File: config.mk
export PLATFORM = sky130hd
export DESIGN_NAME = bus_master_ctrl
export DESIGN_NICKNAME = d
export VERILOG_FILES = /design/src/rtl/bus_master_ctrl.sv
export SDC_FILE = /design/constraint.sdc
export NUM_CORES = 1
export LEC_CHECK = 0
export BUFFER_PORTS_ARGS = -buffer_cell sky130_fd_sc_hd__clkbuf_2
export CAP_MARGIN = 20
export CORE_MARGIN = 1.5
export CORE_UTILIZATION = 25
export CTS_CLUSTER_DIAMETER = 30
export DETAILED_ROUTE_END_ITERATION = 16
export GPL_TIMING_DRIVEN = 0
export PLACE_DENSITY = 0.61
export SLEW_MARGIN = 20
export SYNTH_ARGS = -nofsm -noshare
export SYNTH_HDL_FRONTEND = slang
export SYNTH_SLANG_ARGS = --single-unit
File: constraint.sdc
create_clock -name clk -period 1.6 [get_ports clk]
set_clock_uncertainty 0.15 [all_clocks]
set_input_delay 0.24 -clock clk [delete_from_list [all_inputs] [get_ports clk]]
set_output_delay 0.24 -clock clk [all_outputs]
set_load 0.01 [all_outputs]
File: src/rtl/bus_master_ctrl.sv
// bus_master_ctrl
// ---------------
// Initiator end of an 8-slave shared bus. It takes one CPU load/store at a
// time and decodes the top three word-address bits into one of eight chip
// selects. It drives the registered address, direction, write data and
// address strobe for the whole ACCESS phase. It completes on s_ready, or on a
// timeout that reports a bus error. All outputs come straight from registers.
//
// Ports
//   clk        system clock, rising edge
//   reset      asynchronous, active-low reset
//   req        CPU request, sampled only while idle
//   rw         1 = write, 0 = read
//   addr       CPU word address
//   wr_data    CPU store data
//   busy       high while a transaction is outstanding
//   ack        one-cycle completion pulse
//   rd_data    read result, valid with ack, held until the next read completes
//   bus_err    one-cycle pulse with ack when no slave answered in time
//   s_addr     registered bus address
//   s_as       address strobe, high for the whole ACCESS phase
//   s_rw       registered bus direction
//   s_wr_data  registered bus write data
//   s0_cs..s7_cs  chip selects, one at `CS_ENABLE during ACCESS, else inactive
//   s_ready    muxed slave ready
//   s_rd_data  muxed slave read data
//
// TIMEOUT must be >= 1 and must fit in CNT_W bits.

`ifndef CS_ENABLE
`define CS_ENABLE 1'b1
`endif

`ifndef DATA_WIDTH
`define DATA_WIDTH 32
`endif

module bus_master_ctrl #(
    parameter int DATA_W  = `DATA_WIDTH,
    parameter int ADDR_W  = 30,
    parameter int TIMEOUT = 255,
    parameter int CNT_W   = 8
) (
    input  logic              clk,
    input  logic              reset,
    input  logic              req,
    input  logic              rw,
    input  logic [ADDR_W-1:0] addr,
    input  logic [DATA_W-1:0] wr_data,
    output logic              busy,
    output logic              ack,
    output logic [DATA_W-1:0] rd_data,
    output logic              bus_err,
    output logic [ADDR_W-1:0] s_addr,
    output logic              s_as,
    output logic              s_rw,
    output logic [DATA_W-1:0] s_wr_data,
    output logic              s0_cs,
    output logic              s1_cs,
    output logic              s2_cs,
    output logic              s3_cs,
    output logic              s4_cs,
    output logic              s5_cs,
    output logic              s6_cs,
    output logic              s7_cs,
    input  logic              s_ready,
    input  logic [DATA_W-1:0] s_rd_data
);

    typedef enum logic {
        IDLE   = 1'b0,
        ACCESS = 1'b1
    } state_t;

    localparam logic [7:0] CS_IDLE  = {8{~`CS_ENABLE}};
    localparam logic [CNT_W-1:0] CNT_LAST = CNT_W'(TIMEOUT - 1);

    state_t            state_reg, state_next;
    logic [CNT_W-1:0]  cnt_reg, cnt_next;
    logic              busy_reg, busy_next;
    logic              ack_reg, ack_next;
    logic              bus_err_reg, bus_err_next;
    logic [DATA_W-1:0] rd_data_reg, rd_data_next;
    logic [ADDR_W-1:0] s_addr_reg, s_addr_next;
    logic              s_as_reg, s_as_next;
    logic              s_rw_reg, s_rw_next;
    logic [DATA_W-1:0] s_wr_data_reg, s_wr_data_next;
    logic [7:0]        cs_reg, cs_next;

    // One-of-eight decode of the slave select field of the incoming address.
    logic [2:0] sel;
    logic [7:0] cs_decode;

    assign sel = addr[ADDR_W-1 -: 3];

    genvar gi;
    generate
        for (gi = 0; gi < 8; gi++) begin : g_cs_decode
            assign cs_decode[gi] = (sel == 3'(gi)) ? `CS_ENABLE : ~`CS_ENABLE;
        end
    endgenerate

    always_ff @(posedge clk or negedge reset) begin
        if (!reset) begin
            state_reg     <= IDLE;
            cnt_reg       <= '0;
            busy_reg      <= 1'b0;
            ack_reg       <= 1'b0;
            bus_err_reg   <= 1'b0;
            rd_data_reg   <= '0;
            s_addr_reg    <= '0;
            s_as_reg      <= 1'b0;
            s_rw_reg      <= 1'b0;
            s_wr_data_reg <= '0;
            cs_reg        <= CS_IDLE;
        end else begin
            state_reg     <= state_next;
            cnt_reg       <= cnt_next;
            busy_reg      <= busy_next;
            ack_reg       <= ack_next;
            bus_err_reg   <= bus_err_next;
            rd_data_reg   <= rd_data_next;
            s_addr_reg    <= s_addr_next;
            s_as_reg      <= s_as_next;
            s_rw_reg      <= s_rw_next;
            s_wr_data_reg <= s_wr_data_next;
            cs_reg        <= cs_next;
        end
    end

    always_comb begin
        state_next     = state_reg;
        cnt_next       = cnt_reg;
        busy_next      = busy_reg;
        ack_next       = 1'b0;
        bus_err_next   = 1'b0;
        rd_data_next   = rd_data_reg;
        s_addr_next    = s_addr_reg;
        s_as_next      = s_as_reg;
        s_rw_next      = s_rw_reg;
        s_wr_data_next = s_wr_data_reg;
        cs_next        = cs_reg;

        case (state_reg)
            IDLE: begin
                // Bus address/data keep their last values between transfers.
                busy_next = 1'b0;
                s_as_next = 1'b0;
                cs_next   = CS_IDLE;
                if (req) begin
                    s_addr_next    = addr;
                    s_rw_next      = rw;
                    s_wr_data_next = wr_data;
                    s_as_next      = 1'b1;
                    cs_next        = cs_decode;
                    busy_next      = 1'b1;
                    cnt_next       = '0;
                    state_next     = ACCESS;
                end
            end
            ACCESS: begin
                // A ready on the final timeout edge still counts as success.
                if (s_ready) begin
                    if (!s_rw_reg) begin
                        rd_data_next = s_rd_data;
                    end
                    ack_next   = 1'b1;
                    busy_next  = 1'b0;
                    s_as_next  = 1'b0;
                    cs_next    = CS_IDLE;
                    state_next = IDLE;
                end else if (cnt_reg == CNT_LAST) begin
                    ack_next     = 1'b1;
                    bus_err_next = 1'b1;
                    busy_next    = 1'b0;
                    s_as_next    = 1'b0;
                    cs_next      = CS_IDLE;
                    state_next   = IDLE;
                end else if (cnt_reg != {CNT_W{1'b1}}) begin
                    cnt_next = cnt_reg + 1'b1;
                end
            end
            default: begin
                state_next = IDLE;
            end
        endcase
    end

    assign busy      = busy_reg;
    assign ack       = ack_reg;
    assign bus_err   = bus_err_reg;
    assign rd_data   = rd_data_reg;
    assign s_addr    = s_addr_reg;
    assign s_as      = s_as_reg;
    assign s_rw      = s_rw_reg;
    assign s_wr_data = s_wr_data_reg;
    assign s0_cs     = cs_reg[0];
    assign s1_cs     = cs_reg[1];
    assign s2_cs     = cs_reg[2];
    assign s3_cs     = cs_reg[3];
    assign s4_cs     = cs_reg[4];
    assign s5_cs     = cs_reg[5];
    assign s6_cs     = cs_reg[6];
    assign s7_cs     = cs_reg[7];

endmodule

## After elaboration in Yosys (flattened, before gate mapping)

Index checks and enable logic that the tools add are counted.

- Register bits after elaboration: 115
- Input port bits: 99
- Output and inout bits: 107

- Add/sub/neg operators: 1
- Equality and inequality tests: 14
- Mux-type cells: 29
- Bitwise gates (word level): 2
- Reduce and logical (&&, ||, !) cells: 4

Operators by type and width:

| kind | number |
|---|---|
| $mux W8 | 7 |
| $pmux W8 S2 | 2 |
| $mux W1 | 18 |
| $eq A3 B3 Y1 const B | 4 |
| $add A8 B1 Y8 const B | 1 |
| $eq A8 B8 Y1 const B | 1 |
| $ne A8 B8 Y1 const B | 1 |
| $eq A3 B2 Y1 const B | 2 |
| $ne A2 B2 Y1 const B | 3 |
| $pmux W1 S2 | 2 |
| $reduce_and A4 Y1 | 1 |
| $eq A3 B1 Y1 const B | 1 |
| $logic_not A3 Y1 | 1 |
| $ne A3 B2 Y1 const B | 1 |
| $reduce_and A3 Y1 | 1 |
| $ne A2 B1 Y1 const B | 1 |
| $not A1 Y1 | 2 |
| $reduce_and A2 Y1 | 1 |

## Depth between registers and ports, before layout

Gate-level depths: netlist (run 1).

- Depth in word-level cells: 5
- Depth in mapped cells: 6
- Mapped depth without buffers: 6

## Worst setup path after synthesis (run 1)

Ideal clock, no wire load.

- Kind: flip-flop to flip-flop
- Start point: register cnt_reg[2]
- End point: register cnt_reg[5]
- Arrival time: 1.249 ns
- Data required time: 1.329 ns
- Slack: 0.080 ns
- Stages on the path, launching flop included: 6
- Buffers on the path: 1
- Clock period less this slack: 1.520 ns
- Path through: dfrtp_1 buf_2 nand3_2 nor2_1 mux2_2 a22o_1

- Longest elaborated chain between the ends: 5

Ends and longest elaborated chain:

| element | line | RTL |
|---|---|---|
| start, declared | 79 | `logic [CNT_W-1:0] cnt_reg, cnt_next;` |
| start signal, assigned | 118 | `cnt_reg <= cnt_next;` |
| $add A8 B1 Y8 | 180 | `cnt_next = cnt_reg + 1'b1;` |
| $mux W8 | 179 | `end else if (cnt_reg != {CNT_W{1'b1}}) begin` |
| $mux W8 | 172 | `end else if (cnt_reg == CNT_LAST) begin` |
| $mux W8 | 163 | `if (s_ready) begin` |
| $pmux W8 S2 | 144 | `case (state_reg)` |

Several ways; a longest one is shown, not always the timed one. The select of a mux whose other input is x is not followed.
A chain may end at the register's enable or synchronous reset.

## Final worst setup path (run 1)

- Start point: register cnt_reg[0]
- End point: register cnt_reg[6]

The elaborated chain is that of the path after synthesis.

==> results of run 1 <==
==> metal layers <==
metal / up-vias / track usage
li1: 2035 / -
met2: 186 / 0.236
met5: - / 0
met3: 20 / 0.0436
met1: 1982 / 0.184
met4: 0 / 0.0582
==> stage by stage <==
| stage | TNS (ns) | setup slack, ns | hold slack (ns) | instance area, um2 | power, W |
|---|---|---|---|---|---|
| floorplan | 0 | 0.0796 | -0.206 | 4580 | 0.00519 |
| global placement | -196.59 | -1.66 | 0.281 | 5890 | 0.00627 |
| detailed placement | -8.50 | -0.217 | 0.0699 | 5920 | 0.00632 |
| CTS | 0 | 0.000685 | 0.0148 | 7560 | 0.0108 |
| global route | -0.135 | -0.0545 | 0.0415 | 7660 | 0.0113 |
| finish | 0 | 0.0208 | 0.0394 | 7660 | 0.0107 |
==> power breakdown <==
part	internal, W	switching [W]
logic	0.00125	0.00130
registers	0.00361	0.000418
clock network	0.00284	0.00131
==> worst register-to-register path, cell delays in order (launching register included) <==
cell and delay (ns):
dfrtp_2 0.45, inv_2 0.10, ha_4 0.18, nand4_1 0.17, a2bb2oi_4 0.20, a31oi_1 0.16
a21oi_1 0.05
==> logic make-up (layout without fill, tap and decap cells) <==
kind of cell	count (synthesis)	count (layout)	share of synthesized area
AO/OA/AOI/OAI	29	29	0.0561
adder cells (fa/ha/maj)	2	2	0.00547
buffers and inverters	25	363	0.0287
flip-flops	115	115	0.629
multiplexers	33	33	0.0812
AND/OR/NAND/NOR	220	220	0.200
==> timing repair <==
| item | CTS | global route |
|---|---|---|
| hold endpoints to repair | 145 | 0 |
| hold buffers | 96 | 0 |
| endpoints found under the setup margin | 74 | 81 |
| resized for setup | 15 | 18 |
| pin swaps | 1 | 1 |
| setup buffers | 0 | 4 |
==> layout make-up <==
| class | count | share of cell area |
|---|---|---|
| clock inverter | 10 | 0.0234 |
| buffer | 22 | 0.0196 |
| sequential | 115 | 0.376 |
| timing repair buffer | 306 | 0.268 |
| multi-input combinational | 284 | 0.214 |
| clock buffer | 22 | 0.0606 |
| tap | 229 | 0.0374 |
| inverter | 3 | 0.00147 |
==> worst max path at each step <==
stage	startpoint	endpoint	slack, ns
after floorplan	cnt_reg[2]	cnt_reg[5]	0.08
after global placement	reset	s_addr[4]	-1.66
after detailed placement	state_reg	s_wr_data[27]	-0.22
after CTS	state_reg	rd_data[7]	0.0007
after global routing	cnt_reg[0]	cnt_reg[4]	-0.05
final	cnt_reg[0]	cnt_reg[6]	0.02
==> placed cells by master, fill, tap and decap left out, types with 4 or more instances in the layout <==
cell	count
buf_2	6
dfrtp_1	112
mux2_2	33
clkbuf_2	210
bufinv_16	5
nor2b_1	4
clkinv_2	4
nand2_1	195
dlygate4sd3_1	96
nand2b_1	4
clkbuf_16	17
a22o_1	7
buf_4	9
o21ai_0	4
==> out/summary.json, run 1 <==
{
  "clock_network": {
    "clk_root_buffer_cell": "clkbuf_16",
    "cts-root-to-sink-buffers": 2,
    "clk-insertion-delay-late_ns": 0.40,
    "numCtsBuffers": 17,
    "clock_sinks": 115,
    "cts_max_level": 4,
    "tritoncts": "built",
    "cts.clk_slew.worst_paths_ns": 0.05
  },
  "logic_synthesis": {
    "synth.top_cells.by_count": "196 x nand2_1, 115 x dfrtp_1, 33 x mux2_2",
    "synthTopCellsByArea": "dfrtp_1 63%, nand2_1 16%, mux2_2 8.1%, a22o_1 1.3%, buf_2 1.3%",
    "synthesis.nets": 525,
    "synth-edff-count": 0,
    "number_of_cells_produced_by_synthesis": 424,
    "synth.largest_area_cell": "dfrtp_1",
    "yosys.area.top_type_share": 0.629,
    "yosysSeqAreaShare": 0.629,
    "mappedNetlistArea_um2": 4580,
    "async_reset_ff_frac": 1.00,
    "yosys_most_used_dff": "dfrtp_1",
    "synth.most_common_cell": "nand2_1",
    "count_of_yosys_warnings_during_synthesis": 0,
    "synth.ff_latch_count": 115,
    "synthesis.area_per_instance_um2": 10.8,
    "synth.lib_cells_used.distinct": 33
  },
  "drt": {
    "drc": 0,
    "met3_length_um": 802,
    "ant_nets": 0,
    "maxUsedRoutingLayer": "met4",
    "routed-via-count": 4223,
    "detailroute.wirelength.met2_mm": 6.54,
    "detail_route.first_pass.iterations": 4,
    "detail_route.iter0.violations": 200,
    "post_drt_via_cell_ratio": 4.26,
    "wire_per_inst_um": 13.8,
    "wl_mm": 13.6,
    "route.layer.met1.wl_mm": 6.02
  },
  "critical_path": {
    "cp_top_family": "flip-flops",
    "worstPathCellList": "inv_2, ha_4, nand4_1, a2bb2oi_4, a31oi_1, a21oi_1",
    "worst_setup_path_start_kind": "flip-flop",
    "endpoint_kind": "flip-flop",
    "critPathMaxFanout": 4,
    "cp.arrival_ns": 1.71,
    "timing.critical_path.required_ns": 1.73,
    "r2r_end": "cnt_reg[6]",
    "worstRegToRegCells": 6,
    "r2r_start": "cnt_reg[0]",
    "critical_path_cell_count": 6,
    "critical_path.n_buffers_inverters": 1,
    "crit_type": "flip-flop to flip-flop",
    "crit_path_top_delay_cell": "dfrtp_2",
    "crit_path_max_incr_delay_ns": 0.45,
    "ff2ff_setup_slack_ns": 0.02
  },
  "die": {
    "die_area_um2": 19100,
    "placement_rows": 49,
    "io_pins": 206,
    "core_area_um2": 18000,
    "floorplan.initialDensity": 0.255,
    "floorplan.die.height_um": 138,
    "die_boundary_width_um": 138
  },
  "layout": {
    "inserted_diodes": 0,
    "share_of_cells_above_drive_strength_1": 0.412,
    "final_layout_net_count": 850,
    "flow.area_growth_from_synthesis_pct": 67.5,
    "layout.area.seq_um2": 2880,
    "instances_no_fill": 991,
    "area_occupied_by_multi_input_gates_um2": 1640,
    "finalCoreUtilization": 0.427,
    "fillers": 1659
  },
  "timing": {
    "period_needed_ns": 1.58,
    "hold_viol_final": 0,
    "timing_worst_slew_pin_value_ns": 0.450,
    "setup_viol": 0,
    "finalCritPeriodShare": 0.987,
    "rsz_0062_raised_after_global_routing": "true",
    "worst_relative_slew_slack": 0.700,
    "max_clock_freq_ghz": 0.633,
    "final_max_slew_viol_count": 0
  },
  "placement": {
    "post-place-cells": 859,
    "final_estimated_routing_congestion_in_global_placement": 0.784,
    "place.port_buffers": 205,
    "dpl.hpwl_mm": 8.45
  },
  "min_path": {
    "min_path_type": "primary input to flip-flop",
    "holdPathEnd": "state_reg",
    "hold_path_cells": 3,
    "hold_wc_startpoint": "req"
  },
  "job": {
    "cap_viol_max_count": 0
  },
  "status": {
    "outcome": "finished, final reports clean"
  },
  "pwr": {
    "power.static_leakage_nw": 4.01,
    "p_per_area_nw_per_um2": 1400,
    "worst_ir_drop_vdd_mv": 0.759
  },
  "global_route": {
    "grt_use_total": 0.146,
    "grt_overflow": 0,
    "number_of_global_route_vias_before_repair": 4363,
    "grt_pass1_wl_mm": 22.3,
    "pin_count_of_the_biggest_net_entering_global_routing": 66,
    "antenna_violations_before_repair": 0
  }
}
Note: power is estimated with default switching activity, not from simulation.
==> run 2, diff against run 1 <==
--- a/config.mk
+++ b/config.mk
@@ -12,7 +12,7 @@
 export CTS_CLUSTER_DIAMETER = 30
 export DETAILED_ROUTE_END_ITERATION = 16
 export GPL_TIMING_DRIVEN = 0
-export PLACE_DENSITY = 0.61
+export PLACE_DENSITY = 0.59
 export SLEW_MARGIN = 20
 export SYNTH_ARGS = -nofsm -noshare
 export SYNTH_HDL_FRONTEND = slang
==> constraint.sdc (replaced) <==
create_clock -name clk -period 1.5 [get_ports clk]
set_clock_uncertainty 0.15 [all_clocks]
set_input_delay 0.225 -clock clk [delete_from_list [all_inputs] [get_ports clk]]
set_output_delay 0.225 -clock clk [all_outputs]
set_load 0.01 [all_outputs]
==> out/summary.json, run 2 (synthesized netlist as in run 1, its figures left out) <==
{
  "status": {
    "outcome": "complete, but fails checks",
    "violations_in_the_final_reports": "negative setup slack"
  },
  "global_route": {
    "pin_count_of_the_biggest_net_entering_global_routing": 65,
    "grt_overflow": 0,
    "grt_use_total": 0.146,
    "antenna_violations_before_repair": 0,
    "grt_pass1_wl_mm": 22.1,
    "number_of_global_route_vias_before_repair": 4336
  },
  "layout": {
    "stdcell_area_um2": 7720,
    "finalCoreUtilization": 0.430,
    "final_layout_net_count": 859,
    "most-common-layout-cells": "204 x clkbuf_2, 196 x nand2_1, 111 x dfrtp_1",
    "inserted_diodes": 0,
    "most_common_cell_after_layout_fill_and_taps_aside": "clkbuf_2",
    "share_of_cells_above_drive_strength_1": 0.419,
    "flow.area_growth_from_synthesis_pct": 68.7
  },
  "critical_path": {
    "worstRegToRegCells": 6,
    "critPathMaxFanout": 6,
    "r2r_end": "cnt_reg[7]",
    "endpoint_kind": "flip-flop",
    "timing.critical_path.required_ns": 1.63,
    "r2r_start": "cnt_reg[0]",
    "crit_path_end": "cnt_reg[7]",
    "critical_path.startpoint": "cnt_reg[0]",
    "worst_setup_path_start_kind": "flip-flop",
    "ff2ff_setup_slack_ns": -0.06,
    "crit_type": "flip-flop to flip-flop",
    "cp.arrival_ns": 1.70
  },
  "timing": {
    "hold_viol_final": 0,
    "finalCritPeriodShare": 1.04,
    "max_clock_freq_ghz": 0.640,
    "setup-tns-final_ns": -0.405,
    "final_max_slew_viol_count": 0,
    "worst_relative_slew_slack": 0.697,
    "setup_viol": 12,
    "rsz_0062_raised_after_global_routing": "true",
    "worst_path_setup_slack_after_routing_ns": -0.0617,
    "period_needed_ns": 1.56,
    "timing_worst_slew_pin_value_ns": 0.455
  },
  "pwr": {
    "power.static_leakage_nw": 4.04,
    "p_sw_frac": 0.290,
    "power.clock.fraction": 0.356,
    "p_seq_frac": 0.388,
    "power_report.internal_total_w": 0.00782,
    "power.combinational.fraction": 0.256,
    "p_per_area_nw_per_um2": 1430,
    "power.net_switching_w": 0.00319,
    "worst_ir_drop_vdd_mv": 0.737
  },
  "die": {
    "io_pins": 206,
    "die_boundary_width_um": 138,
    "die_area_um2": 19100,
    "floorplan.die.height_um": 138,
    "core_area_um2": 18000,
    "placement_rows": 49,
    "floorplan.initialDensity": 0.255
  },
  "drt": {
    "post_drt_via_cell_ratio": 4.24,
    "wl_mm": 13.6,
    "detail_route.first_pass.iterations": 4,
    "drc": 0,
    "ant_nets": 0,
    "routed-via-count": 4228,
    "wire_per_inst_um": 13.7,
    "detail_route.iter0.violations": 164
  },
  "placement": {
    "final_estimated_routing_congestion_in_global_placement": 0.788,
    "dpl.hpwl_mm": 8.24,
    "detailed_place.area_um2": 5930,
    "preCtsSetupSlack_ns": -0.316,
    "place.port_buffers": 205
  },
  "clock_network": {
    "clk_root_buffer_cell": "clkbuf_16",
    "cts_max_level": 4,
    "clk-insertion-delay-late_ns": 0.41,
    "cts.clk_slew.worst_paths_ns": 0.05,
    "cts-root-to-sink-buffers": 2,
    "numCtsBuffers": 17,
    "clock_sinks": 115,
    "tritoncts": "built"
  },
  "job": {
    "cap_viol_max_count": 0
  },
  "min_path": {
    "min_path_type": "primary input to flip-flop"
  }
}
run 2: through the flow:
stage | total power [W] | cells | hold WS, ns
floorplan | 0.00554 | 424 | -0.221
global placement | 0.00669 | 858 | 0.266
detailed placement | 0.00673 | 859 | 0.0563
CTS | 0.0110 | 990 | 0.0491
global route | 0.0116 | 996 | 0.0485
finish | 0.0110 | 996 | 0.0671
run 2: area by class of cell:
class                      count  area (um2)
fill                        1666       10200
inverter                       3        11.3
clock buffer                  22         484
buffer                        22         189
tap                          229         287
multi-input combinational    285        1670
timing repair buffer         314        2120
sequential                   115        2880
clock inverter                 6        80.1
run 2: power by group through the flow:
| stage | logic, W | clock network (W) | registers (W) |
|---|---|---|---|
| floorplan | 0.000930 | 0 | 0.00461 |
| global placement | 0.00241 | 0 | 0.00427 |
| detailed placement | 0.00245 | 0 | 0.00429 |
| CTS | 0.00273 | 0.00402 | 0.00428 |
| global route | 0.00308 | 0.00419 | 0.00437 |
| finish | 0.00282 | 0.00392 | 0.00428 |
run 2: timing repair:
item	CTS	global route
resized for setup	34	24
pin swaps	9	12
hold buffers	97	0
setup buffers	6	5
hold endpoints to repair	147	0
endpoints found under the setup margin	107	97
gates cloned	0	1
run 2: critical path, cell delays in order (launching register included):
cell	delay, ns
dfrtp_2	0.41
buf_4	0.15
ha_4	0.18
o21ai_1	0.15
nand2_1	0.08
o41ai_2	0.21
a21oi_1	0.11
run 2: how the worst min path moves through the flow:
stage / cells past startpoint / from / slack (ns) / to
2_1_floorplan: 0 / reset / -0.22 / ack
3_3_place_gp: 3 / addr[10] / 0.27 / s_addr[10]
3_5_place_dp: 1 / reset / 0.06 / rd_data[8]
4_1_cts: 3 / addr[29] / 0.05 / s_addr[29]
5_1_grt: 3 / addr[29] / 0.05 / s_addr[29]
6_report: 3 / addr[29] / 0.07 / s_addr[29]
run 2: routing by layer:
layer  GRT usage  up-vias  wire length, um  part of all wire
li1            -     2047                -                 -
met1       0.176     1960             5800              0.43
met2       0.237      198             6480              0.48
met3      0.0533       23             1070             0.078
met4      0.0565        0              269             0.020
met5           0        -                0                 0
==> run 3, diff against run 2 <==
--- a/config.mk
+++ b/config.mk
@@ -5,14 +5,15 @@
 export SDC_FILE = /design/constraint.sdc
 export NUM_CORES = 1
 export LEC_CHECK = 0
-export BUFFER_PORTS_ARGS = -buffer_cell sky130_fd_sc_hd__clkbuf_2
+export ABC_AREA = 1
+export BUFFER_PORTS_ARGS = -buffer_cell sky130_fd_sc_hd__buf_2
 export CAP_MARGIN = 20
 export CORE_MARGIN = 1.5
 export CORE_UTILIZATION = 25
 export CTS_CLUSTER_DIAMETER = 30
 export DETAILED_ROUTE_END_ITERATION = 16
 export GPL_TIMING_DRIVEN = 0
-export PLACE_DENSITY = 0.59
+export PLACE_DENSITY = 0.58
 export SLEW_MARGIN = 20
 export SYNTH_ARGS = -nofsm -noshare
 export SYNTH_HDL_FRONTEND = slang
==> out/summary.json, run 3 <==
{
  "die": {
    "core_area_um2": 18700,
    "die_area_um2": 19900,
    "floorplan.initialDensity": 0.255,
    "io_pins": 206,
    "floorplan.die.height_um": 141,
    "placement_rows": 50,
    "die_boundary_width_um": 141
  },
  "timing": {
    "finalCritPeriodShare": 1.00,
    "period_needed_ns": 1.50,
    "worst_relative_slew_slack": 0.727,
    "final_max_slew_viol_count": 0,
    "setup_viol": 4,
    "max_clock_freq_ghz": 0.666,
    "timing.hold.ws_ns": 0.149,
    "timing_worst_slew_pin_value_ns": 0.409,
    "rsz_0062_raised_after_global_routing": "true",
    "hold_viol_final": 0,
    "worst_path_setup_slack_after_routing_ns": -0.00262,
    "setup-tns-final_ns": -0.00569
  },
  "clock_network": {
    "cts.clk_slew.worst_paths_ns": 0.06,
    "clk-insertion-delay-late_ns": 0.41,
    "clk_root_buffer_cell": "clkbuf_16",
    "cts-root-to-sink-buffers": 2,
    "cts_max_level": 4,
    "tritoncts": "built",
    "numCtsBuffers": 17,
    "clock_sinks": 115
  },
  "logic_synthesis": {
    "synth.largest_area_cell": "dfrtp_1",
    "yosys_most_used_dff": "dfrtp_1",
    "async_reset_ff_frac": 1.00,
    "synthesis.nets": 629,
    "count_of_yosys_warnings_during_synthesis": 0,
    "synthesis.area_per_instance_um2": 9.04,
    "synth.ff_latch_count": 115,
    "synthTopCellsByArea": "dfrtp_1 60%, nand2_1 21%, o21ai_2 5.9%, inv_1 3.0%, buf_6 1.7%",
    "synth-edff-count": 0,
    "synth.most_common_cell": "nand2_1",
    "yosys.area.top_type_share": 0.603,
    "synth.lib_cells_used.distinct": 21,
    "yosysSeqAreaShare": 0.603,
    "synth.top_cells.by_count": "262 x nand2_1, 115 x dfrtp_1, 38 x inv_1",
    "mappedNetlistArea_um2": 4770,
    "number_of_cells_produced_by_synthesis": 528
  },
  "critical_path": {
    "critPathMaxFanout": 8,
    "cp.arrival_ns": 1.65,
    "r2r_start": "cnt_reg[0]",
    "critical_path.n_buffers_inverters": 4,
    "r2r_end": "cnt_reg[4]",
    "critical_path.startpoint": "s_ready",
    "crit_path_max_incr_delay_ns": 0.57,
    "worstRegToRegCells": 9,
    "crit_path_end": "rd_data[6]",
    "cp_top_family": "buffers and inverters",
    "critical_path_cell_count": 8,
    "ff2ff_setup_slack_ns": 0.01,
    "worstPathCellList": "dlygate4sd3_1, buf_6, nand2_4, or2_4, buf_12, clkbuf_16, nand2_2, o21ai_2",
    "crit_path_top_delay_cell": "dlygate4sd3_1",
    "timing.critical_path.required_ns": 1.65,
    "crit_type": "primary input to flip-flop",
    "endpoint_kind": "flip-flop",
    "worst_setup_path_start_kind": "primary input"
  },
  "layout": {
    "most_common_cell_after_layout_fill_and_taps_aside": "nand2_1",
    "share_of_cells_above_drive_strength_1": 0.394,
    "final_layout_net_count": 963,
    "flow.area_growth_from_synthesis_pct": 69.3,
    "instances_no_fill": 1110,
    "stdcell_area_um2": 8080,
    "fillers": 1724,
    "most-common-layout-cells": "239 x nand2_1, 205 x buf_2, 114 x dfrtp_1"
  },
  "placement": {
    "post-place-cells": 968,
    "dpl.hpwl_mm": 9.52,
    "place.port_buffers": 205,
    "detailed_place.area_um2": 6120,
    "final_estimated_routing_congestion_in_global_placement": 0.767
  },
  "drt": {
    "post_drt_via_cell_ratio": 4.11,
    "wl_mm": 14.6,
    "detail_route.first_pass.iterations": 4,
    "ant_nets": 0,
    "routed-via-count": 4560,
    "wire_per_inst_um": 13.2,
    "detail_route.iter0.violations": 155,
    "drc": 0
  },
  "global_route": {
    "grt_pass1_wl_mm": 22.8,
    "number_of_global_route_vias_before_repair": 4632,
    "grt_overflow": 0,
    "antenna_violations_before_repair": 1,
    "grt_use_total": 0.148,
    "pin_count_of_the_biggest_net_entering_global_routing": 76
  },
  "job": {
    "cap_viol_max_count": 0
  },
  "status": {
    "outcome": "complete, but fails checks",
    "violations_in_the_final_reports": "negative setup slack"
  },
  "min_path": {
    "min_path_type": "primary input to async pin"
  },
  "pwr": {
    "fin_total_pwr_w": 0.0114,
    "power.static_leakage_nw": 4.38,
    "p_per_area_nw_per_um2": 1410,
    "worst_ir_drop_vdd_mv": 0.750
  }
}
## run 3: where the power goes
part | internal, W | switching, W | total, W | leakage, nW
registers | 0.00381 | 0.000426 | 0.00423 | 1.44
logic | 0.00141 | 0.00157 | 0.00298 | 2.66
clock network | 0.00266 | 0.00150 | 0.00416 | 0.283
total | 0.00787 | 0.00350 | 0.0114 | 4.38
## run 3: repair_timing
| item | CTS | global route |
|---|---|---|
| setup buffers | 4 | 4 |
| gates cloned | 0 | 4 |
| setup endpoints to repair | 73 | 95 |
| endpoints found under the hold margin | 146 | 0 |
| gates resized for setup | 18 | 54 |
| pin swaps | 9 | 8 |
| hold buffers | 99 | 0 |
## run 3: kinds of logic (layout without fill, tap and decap cells)
family,Yosys count,in the layout,share of synthesized area
adders and majority gates,2,2,0.00524
DFF,115,115,0.603
and+or+nand+nor,301,301,0.250
other,0,1,0
buffers and inverters,63,410,0.0671
AOI/OAI and AO/OA,47,47,0.0745
## run 3: layout make-up
type                       count  area (um2)  share of cell area
tap                          234         293              0.0363
multi-input combinational    350        1730               0.214
clock buffer                  20         447              0.0553
buffer                        23         224              0.0277
timing repair buffer         315        2180               0.270
inverter                      40         160              0.0198
sequential                   115        2880               0.357
antenna                        1        2.50            0.000310
clock inverter                12         156              0.0194
## run 3: metrics by stage
step,setup slack (ns),util
finish,-0.00262,0.432
global placement,-1.51,0.326
global route,-0.0828,0.432
detailed placement,-0.165,0.327
CTS,-0.00193,0.417
floorplan,0.0214,-
## run 3: how the worst min path moves through the flow
stage,start,end,slack [ns],depth (start not counted)
6_report,reset,rd_data[6],0.15,2
5_1_grt,reset,rd_data[9],0.18,2
4_1_cts,reset,rd_data[4],0.15,2
3_5_place_dp,reset,rd_data[5],0.02,1
3_3_place_gp,addr[10],s_addr[10],0.27,3
2_1_floorplan,reset,ack,-0.22,0
## run 3: metal layers
layer | routed length, um | vias to the layer above | GRT usage
li1 | - | 2280 | -
met1 | 6380 | 2095 | 0.178
met2 | 6960 | 171 | 0.241
met3 | 1070 | 14 | 0.0530
met4 | 201 | 0 | 0.0576
met5 | 0 | - | 0
